[config.mk]
export PLATFORM = sky130hd
export DESIGN_NAME = fifo_read_ctrl
export DESIGN_NICKNAME = d
export VERILOG_FILES = /design/src/rtl/fifo_read_ctrl.sv
export SDC_FILE = /design/constraint.sdc
export NUM_CORES = 1
export LEC_CHECK = 0
export CAP_MARGIN = 40
export CORE_MARGIN = 2
export CORE_UTILIZATION = 45
export CTS_BUF_LIST = sky130_fd_sc_hd__clkbuf_16
export DETAILED_ROUTE_END_ITERATION = 10
export PLACE_DENSITY_LB_ADDON = 0.1
export SLEW_MARGIN = 20
export SYNTH_ARGS = -nofsm -noshare
export SYNTH_HDL_FRONTEND = slang
export SYNTH_SLANG_ARGS = --single-unit
[constraint.sdc]
create_clock -name rclk -period 3.6 [get_ports rclk]
set_clock_uncertainty 0.15 [all_clocks]
set_input_delay 0.72 -clock rclk [delete_from_list [all_inputs] [get_ports rclk]]
set_output_delay 0.72 -clock rclk [all_outputs]
set_load 0.05 [all_outputs]
[src/rtl/fifo_read_ctrl.sv]
// Read-side AFIFO controller: gray read pointer, empty flag, and a 2-entry prefetch skid in rclk.
// Optional storage-level output is enabled by defining FIFO_RD_LEVEL_EN.
module fifo_read_ctrl #(
  parameter int DATA_WIDTH = 51,
  parameter int ADDR_SIZE  = 1
) (
  input  logic                  rclk,
  input  logic                  rrst,
  input  logic [ADDR_SIZE:0]    rq2_wptr,
  output logic [ADDR_SIZE:0]    rptr,
  output logic                  rempty,
  output logic [ADDR_SIZE-1:0]  raddr,
  output logic                  rclken,
  input  logic [DATA_WIDTH-1:0] mem_rdata,
  output logic                  out_valid,
  input  logic                  out_ready,
  output logic [DATA_WIDTH-1:0] out_data
`ifdef FIFO_RD_LEVEL_EN
  ,
  output logic [ADDR_SIZE:0]    rlevel
`endif
);

  logic [ADDR_SIZE:0]    rbin_q, rbin_d;
  logic [ADDR_SIZE:0]    rptr_q, rgray_d;
  logic                  rempty_q, rempty_d;
  logic                  inflight_q;
  logic [1:0]            occ_q, occ_d;
  logic                  head_q, head_d;
  logic                  tail_q, tail_d;
  logic [DATA_WIDTH-1:0] skid_q [2];
  logic                  pop;
  logic                  issue;
  logic [2:0]            credit;

  // Reads in flight plus buffered words must stay below the skid depth,
  // counting the word leaving this cycle as already gone.
  always_comb begin
    pop      = (occ_q != 2'd0) & out_ready;
    credit   = {1'b0, occ_q} + {2'b00, inflight_q} - {2'b00, pop};
    issue    = ~rempty_q & (credit < 3'd2);
    rbin_d   = rbin_q + {{ADDR_SIZE{1'b0}}, issue};
    rgray_d  = (rbin_d >> 1) ^ rbin_d;
    rempty_d = (rgray_d == rq2_wptr);
    occ_d    = occ_q + {1'b0, inflight_q} - {1'b0, pop};
    head_d   = head_q ^ pop;
    tail_d   = tail_q ^ inflight_q;
  end

  // Pointer / issue stage
  always_ff @(posedge rclk) begin
    if (rrst) begin
      rbin_q     <= '0;
      rptr_q     <= '0;
      rempty_q   <= 1'b1;
      inflight_q <= 1'b0;
    end else begin
      rbin_q     <= rbin_d;
      rptr_q     <= rgray_d;
      rempty_q   <= rempty_d;
      inflight_q <= issue;
    end
  end

  // Skid stage: a reset drops the word returning from memory because inflight_q clears
  always_ff @(posedge rclk) begin
    if (rrst) begin
      occ_q  <= 2'd0;
      head_q <= 1'b0;
      tail_q <= 1'b0;
    end else begin
      occ_q  <= occ_d;
      head_q <= head_d;
      tail_q <= tail_d;
    end
  end

  always_ff @(posedge rclk) begin
    if (inflight_q) skid_q[tail_q] <= mem_rdata;
  end

  assign rptr      = rptr_q;
  assign rempty    = rempty_q;
  assign raddr     = rbin_q[ADDR_SIZE-1:0];
  assign rclken    = issue;
  assign out_valid = (occ_q != 2'd0);
  assign out_data  = out_valid ? skid_q[head_q] : '0;

`ifdef FIFO_RD_LEVEL_EN
  function automatic logic [ADDR_SIZE:0] gray2bin(input logic [ADDR_SIZE:0] g);
    logic [ADDR_SIZE:0] b;
    b[ADDR_SIZE] = g[ADDR_SIZE];
    for (int i = ADDR_SIZE - 1; i >= 0; i--) b[i] = b[i+1] ^ g[i];
    return b;
  endfunction

  logic [ADDR_SIZE:0] rlevel_q;

  always_ff @(posedge rclk) begin
    if (rrst) rlevel_q <= '0;
    else      rlevel_q <= gray2bin(rq2_wptr) - rbin_d;
  end

  assign rlevel = rlevel_q;
`endif

endmodule
==> run_results.csv, run 1 <==
group,metric,value,unit
run_status,status,"complete, no violations",
job,maxCapViolations,0,
sta,slew_viol_final,0,
synth,ys_types,22,
grt,track_usage,15.2,%
routing,first_pass_iters,4,
routing,drt_wl_total,7530,µm
sta,hold_violations,0,
critical_path,cp_slowest_stage_delay,370,ps
critical_path,crit_fanout,2,
critical_path,crit_arrival,2620,ps
critical_path,path_class,"in2out",
sta,setup_violations,0,
floorplan,io_pins,113,
sta,whs,442,ps
power,max-vdd-ir-drop,0.000383,V
routing,vias,2421,
synth,syn_nets,320,
clock_tree,clock_sinks,111,
clock_tree,numCtsBuffers,9,
floorplan,dieArea,0.0102,mm²
sta,worstMarginPinSlew,548,ps
clock_tree,clk_pin_slew_worst_paths,70,ps
synth,synth_seq_area_share,76.3,%
sta,slew_headroom,63.4,%
critical_path,start_kind,"primary input",
critical_path,cp-end-kind,"primary output",
synth,syn_area_per_cell,16.5,µm²
cells_and_area,final_nets,441,
routing,viasPerCell,4.90,
sta,fmax,0.287,GHz
sta,grt_setup_unrepaired,"no",
floorplan,rows,35,
synth,ys_warn_count,0,
clock_tree,clockBufferDepth,2,
critical_path,path_cells,"dlygate4sd2_1 > o21ai_2 > inv_1 > ha_1 > inv_1 > ha_1 > inv_1 > fa_2 > xor2_2 > nor3b_4 > buf_12",
grt,antenna_found_initial,0,
sta,fin_crit_sh,96.9,%
synth,netlist_area,0.00425,mm²
clock_tree,ctsHoldBuffers,0,
grt,grt-ovfl-total,0,
clock_tree,tritoncts,"yes",
floorplan,die_y,101,µm
grt,grt_max_degree,34,
power,leakage,0.00198,µW
grt,grt_pass1_wl,11700,µm
critical_path,crit_family,"adder cells",
critical_path,required,2730,ps
floorplan,core_region_area,0.00920,mm²
routing,post_drt_wl_per_cell,15.2,µm
cells_and_area,utilization,64.4,%
synth,synthCells,258,
routing,drt-initial-drc-count,113,
floorplan,initial_core_util,46.2,%
routing,ant_nets,0,
critical_path,worst_path_most_repeated_cell,"inv_1",
floorplan,die_width,101,µm
place,io_buffers,112,
clock_tree,htreeDepth,3,
place,place.gp.congestion,0.670,
synth,ys_seq_elements,111,
critical_path,crit_buf_inv,5,
critical_path,crit_path_top_delay_cell,"fa_2",
routing,drc,0,
clock_tree,clk_latency,330,ps
place,dp_hpwl,4910,µm
cells_and_area,synthToLayoutAreaGrowth,39.2,%
grt,grt_pass1_vias,2478,
worst_hold_path,hold_path_class,"reg2reg",
cells_and_area,drive_gt1_share,9.92,%
sta,min_period,3490,ps
cells_and_area,diodes,0,
power,p_per_area,806,mW/mm²
clock_tree,root_buffer,"clkbuf_16",
-- flip-flops by register name, indices dropped and copies added, names as in the netlist --
register,count
inflight_q,1
occ_q,2
skid_q,102
rempty,1
rptr,1
rbin_q,2
head_q,1
tail_q,1
-- worst paths after layout --
kind,slack [ps],cells past startpoint,from,to
min reg2reg,440,3,tail_q,tail_q
max reg2reg,390,14,occ_q[1],rempty
min,440,3,tail_q,tail_q
max,110,11,out_ready,rclken
-- cell usage in the layout (no fill, tap or decap), types with 2 or more instances in the layout --
cell / count
clkinv_4: 3
ha_1: 2
clkbuf_16: 9
nor2b_1: 3
mux2i_1: 51
ha_2: 2
buf_12: 2
clkdlybuf4s50_1: 110
buf_4: 9
xnor2_2: 2
nor2_1: 55
bufinv_16: 2
inv_1: 7
dfxtp_1: 8
edfxtp_1: 102
-- per-layer routing --
metal / GRT usage [%] / vias up / wire length [µm]
met1: 18.8 / 1171 / 3170
met5: 0 / - / 0
met4: 6.34 / 0 / 87
met3: 3.86 / 6 / 486
met2: 25.4 / 75 / 3790
li1: - / 1169 / -
-- power by group --
part	total (µW)	switching, µW	internal, µW
Sequential	1770	86.2	1680
Combinational	1970	1240	725
Clock	1030	421	612
Total	4770	1750	3020
-- synth_stat cells --
| master | instances | share of area (%) |
|---|---|---|
| clkbuf_1 | 1 | 0.088 |
| inv_1 | 7 | 0.62 |
| or3b_1 | 1 | 0.21 |
| nor2_1 | 56 | 4.9 |
| xnor2_2 | 1 | 0.38 |
| edfxtp_1 | 102 | 72 |
| fa_1 | 1 | 0.47 |
| xnor2_1 | 1 | 0.21 |
| o21ai_0 | 1 | 0.12 |
| nand2_1 | 1 | 0.088 |
| buf_4 | 5 | 0.88 |
| nand3_1 | 1 | 0.12 |
| or2_2 | 1 | 0.15 |
| ha_1 | 5 | 1.5 |
| xor2_1 | 2 | 0.41 |
| nor3_1 | 1 | 0.12 |
| a21oi_1 | 1 | 0.12 |
| nor2b_1 | 3 | 0.44 |
| dfxtp_1 | 9 | 4.2 |
| mux2i_1 | 51 | 12 |
| buf_2 | 6 | 0.71 |
| nor3b_1 | 1 | 0.18 |
-- per-stage QoR --
step / instances / total power, µW / worst slack, ps / instance area (µm²) / setup TNS (ps)
finish: 494 / 4770 / 111 / 5920 / 0
global route: 494 / 5000 / 26.8 / 5920 / 0
CTS: 494 / 4830 / 106 / 5920 / 0
detailed placement: 477 / 3770 / -252 / 5570 / -584
global placement: 477 / 3750 / -170 / 5570 / -394
floorplan: 258 / 3130 / 25.7 / 4290 / 0
-- layout make-up --
cell class / count / area, µm²
multi-input cells: 128 / 968
inverters: 7 / 26.3
well taps: 111 / 139
clock inverters: 6 / 95.1
fillers: 684 / 3280
repair buffers: 122 / 1220
flip-flops and latches: 111 / 3250
clock buffers: 9 / 225
-- worst min-delay path, cell delays in order (launching register included) --
cell and delay, ps:
dfxtp_1 320, inv_1 60, ha_2 130, nor2_1 30
-- logic make-up after synthesis --
logic type,after synthesis,share of synthesized area [%]
AND/OR/NAND/NOR,65,6.24
flip-flops,111,76.3
multiplexers,51,12.0
XOR/XNOR,4,1.00
adder cells (fa/ha/maj),6,1.94
AO/OA/AOI/OAI,2,0.235
buffers and inverters,19,2.30
-- what timing repair did --
action                     in CTS  in global routing
setup endpoints to repair       1                  0
setup buffers                   2                  0
gates resized for setup         3                  0
Power figures use the tool's default switching activity.
==> run 2, diff against run 1 <==
--- a/config.mk
+++ b/config.mk
@@ -5,6 +5,7 @@
 export SDC_FILE = /design/constraint.sdc
 export NUM_CORES = 1
 export LEC_CHECK = 0
+export ABC_AREA = 1
 export CAP_MARGIN = 40
 export CORE_MARGIN = 2
 export CORE_UTILIZATION = 45
==> constraint.sdc (replaced) <==
create_clock -name rclk -period 3.9 [get_ports rclk]
set_clock_uncertainty 0.15 [all_clocks]
set_input_delay 0.78 -clock rclk [delete_from_list [all_inputs] [get_ports rclk]]
set_output_delay 0.78 -clock rclk [all_outputs]
set_load 0.05 [all_outputs]
==> run_results.csv, run 2 <==
group,metric,value,unit
clock_tree,post_cts_buffers,0,
floorplan,dieArea,0.0103,mm²
grt,track_usage,16.9,%
cells_and_area,largest_reg_flops,102,
floorplan,die_width,101,µm
critical_path,crit_family,"buffers and inverters",
place,place_ws,181,ps
routing,drt-initial-drc-count,74,
cells_and_area,final_cell_area,0.00578,mm²
cells_and_area,fillCellCount,714,
routing,first_pass_iters,4,
run_status,status,"complete, no violations",
clock_tree,numCtsBuffers,9,
synth,synthCells,332,
power,p_per_area,843,mW/mm²
clock_tree,tritoncts,"yes",
critical_path,cp_slowest_stage_delay,500,ps
routing,m1WireLength,3740,µm
critical_path,crit_path_top_delay_cell,"fa_1",
synth,async_reset_ff_share,0,%
grt,grt-ovfl-total,0,
sta,fmax,0.270,GHz
sta,setup_violations,0,
clock_tree,ctsHoldBuffers,0,
critical_path,cp-end-kind,"primary output",
routing,vias,2782,
critical_path,worst_r2r_startpoint,"occ_q[1]",
critical_path,required,2970,ps
critical_path,crit_arrival,2780,ps
worst_hold_path,hold_start,"rempty",
synth,synth_seq_area_share,75.9,%
sta,grt_setup_unrepaired,"no",
cells_and_area,diodes,0,
sta,slew_headroom,49.0,%
synth,ys_warn_count,0,
synth,syn_nets,394,
floorplan,die_y,101,µm
floorplan,rows,35,
critical_path,crit_fanout,3,
sta,slew_viol_final,0,
synth,syn_area_per_cell,12.9,µm²
grt,grt_max_degree,54,
synth,ys_types,19,
cells_and_area,mostFrequentLayoutCells,"111 x nand2_1, 111 x clkdlybuf4s50_1, 102 x edfxtp_1",
sta,fin_crit_sh,95.0,%
cells_and_area,multi_input_area,867,µm²
routing,viasPerCell,4.82,
synth,synth_top_area_cell,"edfxtp_1",
power,max-vdd-ir-drop,0.000538,V
worst_hold_path,min_to,"inflight_q",
place,dp.cells,562,
sta,hold_violations,0,
synth,ys_seq_elements,111,
synth,synth_ff_type,"edfxtp_1",
grt,antenna_found_initial,0,
critical_path,path_cells,"clkdlybuf4s50_1 > inv_1 > nor2_2 > ha_1 > inv_1 > ha_1 > inv_1 > fa_1 > nand3_1 > inv_1 > buf_12",
floorplan,initial_core_util,46.3,%
synth,synth_edf_count,102,
grt,grt_pass1_vias,2733,
clock_tree,clk_pin_slew_worst_paths,70,ps
synth,netlist_area,0.00428,mm²
worst_hold_path,whs_path_depth,3,
critical_path,worstRegToRegCells,17,
clock_tree,clock_sinks,111,
cells_and_area,drive_gt1_share,6.03,%
sta,finalSetupTns,0,ps
cells_and_area,seqCellArea,0.00324,mm²
place,dp_hpwl,5250,µm
routing,top_layer,"met4",
cells_and_area,stdcell_count,577,
clock_tree,clk_latency,330,ps
critical_path,crit_buf_inv,6,
critical_path,worst_path_most_repeated_cell,"inv_1",
cells_and_area,synthToLayoutAreaGrowth,35.3,%
routing,post_drt_wl_per_cell,14.8,µm
cells_and_area,max_flop_register,"skid_q",
routing,drt_wl_total,8560,µm
clock_tree,htreeDepth,3,
critical_path,worstReg2RegEnd,"rempty",
place,placed_cell_area,0.00552,mm²
floorplan,core_region_area,0.00924,mm²
cells_and_area,final_nets,506,
synth,synth.most_common_cell,"nand2_1",
clock_tree,postCtsResizedCells,0,
sta,worst_slack,195,ps
routing,met3WireLength,452,µm
critical_path,path_class,"in2out",
synth,ys_top_cells_by_area,"edfxtp_1 72%, nand2_1 9.7%, a21oi_1 6.2%, dfxtp_1 4.2%, buf_4 1.6%",
worst_hold_path,hold_path_class,"reg2reg",
place,io_buffers,112,
sta,worstMarginPinSlew,765,ps
synth,synth_common_cells,"111 x nand2_1, 102 x edfxtp_1, 53 x a21oi_1",
cells_and_area,top_regs,"skid_q (102), occ_q (2), rbin_q (2)",
critical_path,r2r_slack,1070,ps
floorplan,io_pins,113,
clock_tree,root_buffer,"clkbuf_16",
synth,synth_top_cell_area_share,71.6,%
routing,wl_met2,4300,µm
power,leakage,0.00204,µW
routing,drc,0,
clock_tree,clockBufferDepth,2,
sta,min_period,3710,ps
grt,grt_pass1_wl,13100,µm
place,place.gp.congestion,0.787,
job,maxCapViolations,0,
critical_path,start_kind,"primary input",
routing,ant_nets,0,
[run 2: cell count changes in the layout (fill, tap and decap cells not counted), moves of 4 or more]
cell	change
mux2i_1	-51
nand3_1	+5
a21oi_1	+52
nand2_1	+110
nor2_1	-47
buf_4	-4
inv_1	+8
[run 2: stage by stage]
stage          power [µW]  hold WS (ps)  utilization (%)
3_3_place_gp         4070           407             59.5
3_5_place_dp         4120           395             59.7
5_1_grt              5130           448             62.6
2_1_floorplan        3280           372                -
4_1_cts              4930           405             62.6
6_report             4880           394             62.6
[run 2: layout make-up]
class                      count  share of cell area (%)
tap                          129                    2.79
clock buffer                   9                    3.89
clock inverter                 6                   0.692
multi-input combinational    189                    15.0
inverter                      15                   0.995
timing repair buffer         118                    20.5
sequential                   111                    56.1
[run 2: report_power, final]
part	leakage, µW	total (µW)	internal [µW]	switching, µW
Sequential	0.00100	1580	1520	58.2
Combinational	0.000917	2490	758	1730
Clock	0.000126	808	427	381
Total	0.00204	4880	2710	2170
[run 2: logic make-up after synthesis]
logic type | count (synthesis) | synth area share (%)
XOR/XNOR | 1 | 0.205
AND/OR/NAND/NOR | 128 | 11.7
buffers and inverters | 32 | 3.98
adder cells (fa/ha/maj) | 6 | 1.93
AO/OA/AOI/OAI | 54 | 6.32
flip-flops | 111 | 75.9
[run 2: worst max-delay path by stage]
stage	from	endpoint	slack [ps]	depth (start not counted)
finish	out_ready	rclken	190	11
global route	out_ready	rclken	60	13
CTS	out_ready	rclken	180	11
detailed placement	out_ready	rclken	180	11
global placement	out_ready	rclken	220	11
floorplan	out_ready	rempty	630	16
[run 2: worst min-delay path, cell delays in order (launching register included)]
cell and delay [ps]:
dfxtp_1 340, nor2_1 50, nand3_1 70, nor2_1 40
[run 2: per-layer routing]
layer	GRT usage [%]	vias to the layer above
met2	29.1	60
met5	0	-
met4	4.68	0
met1	20.7	1354
li1	-	1362
met3	5.11	6
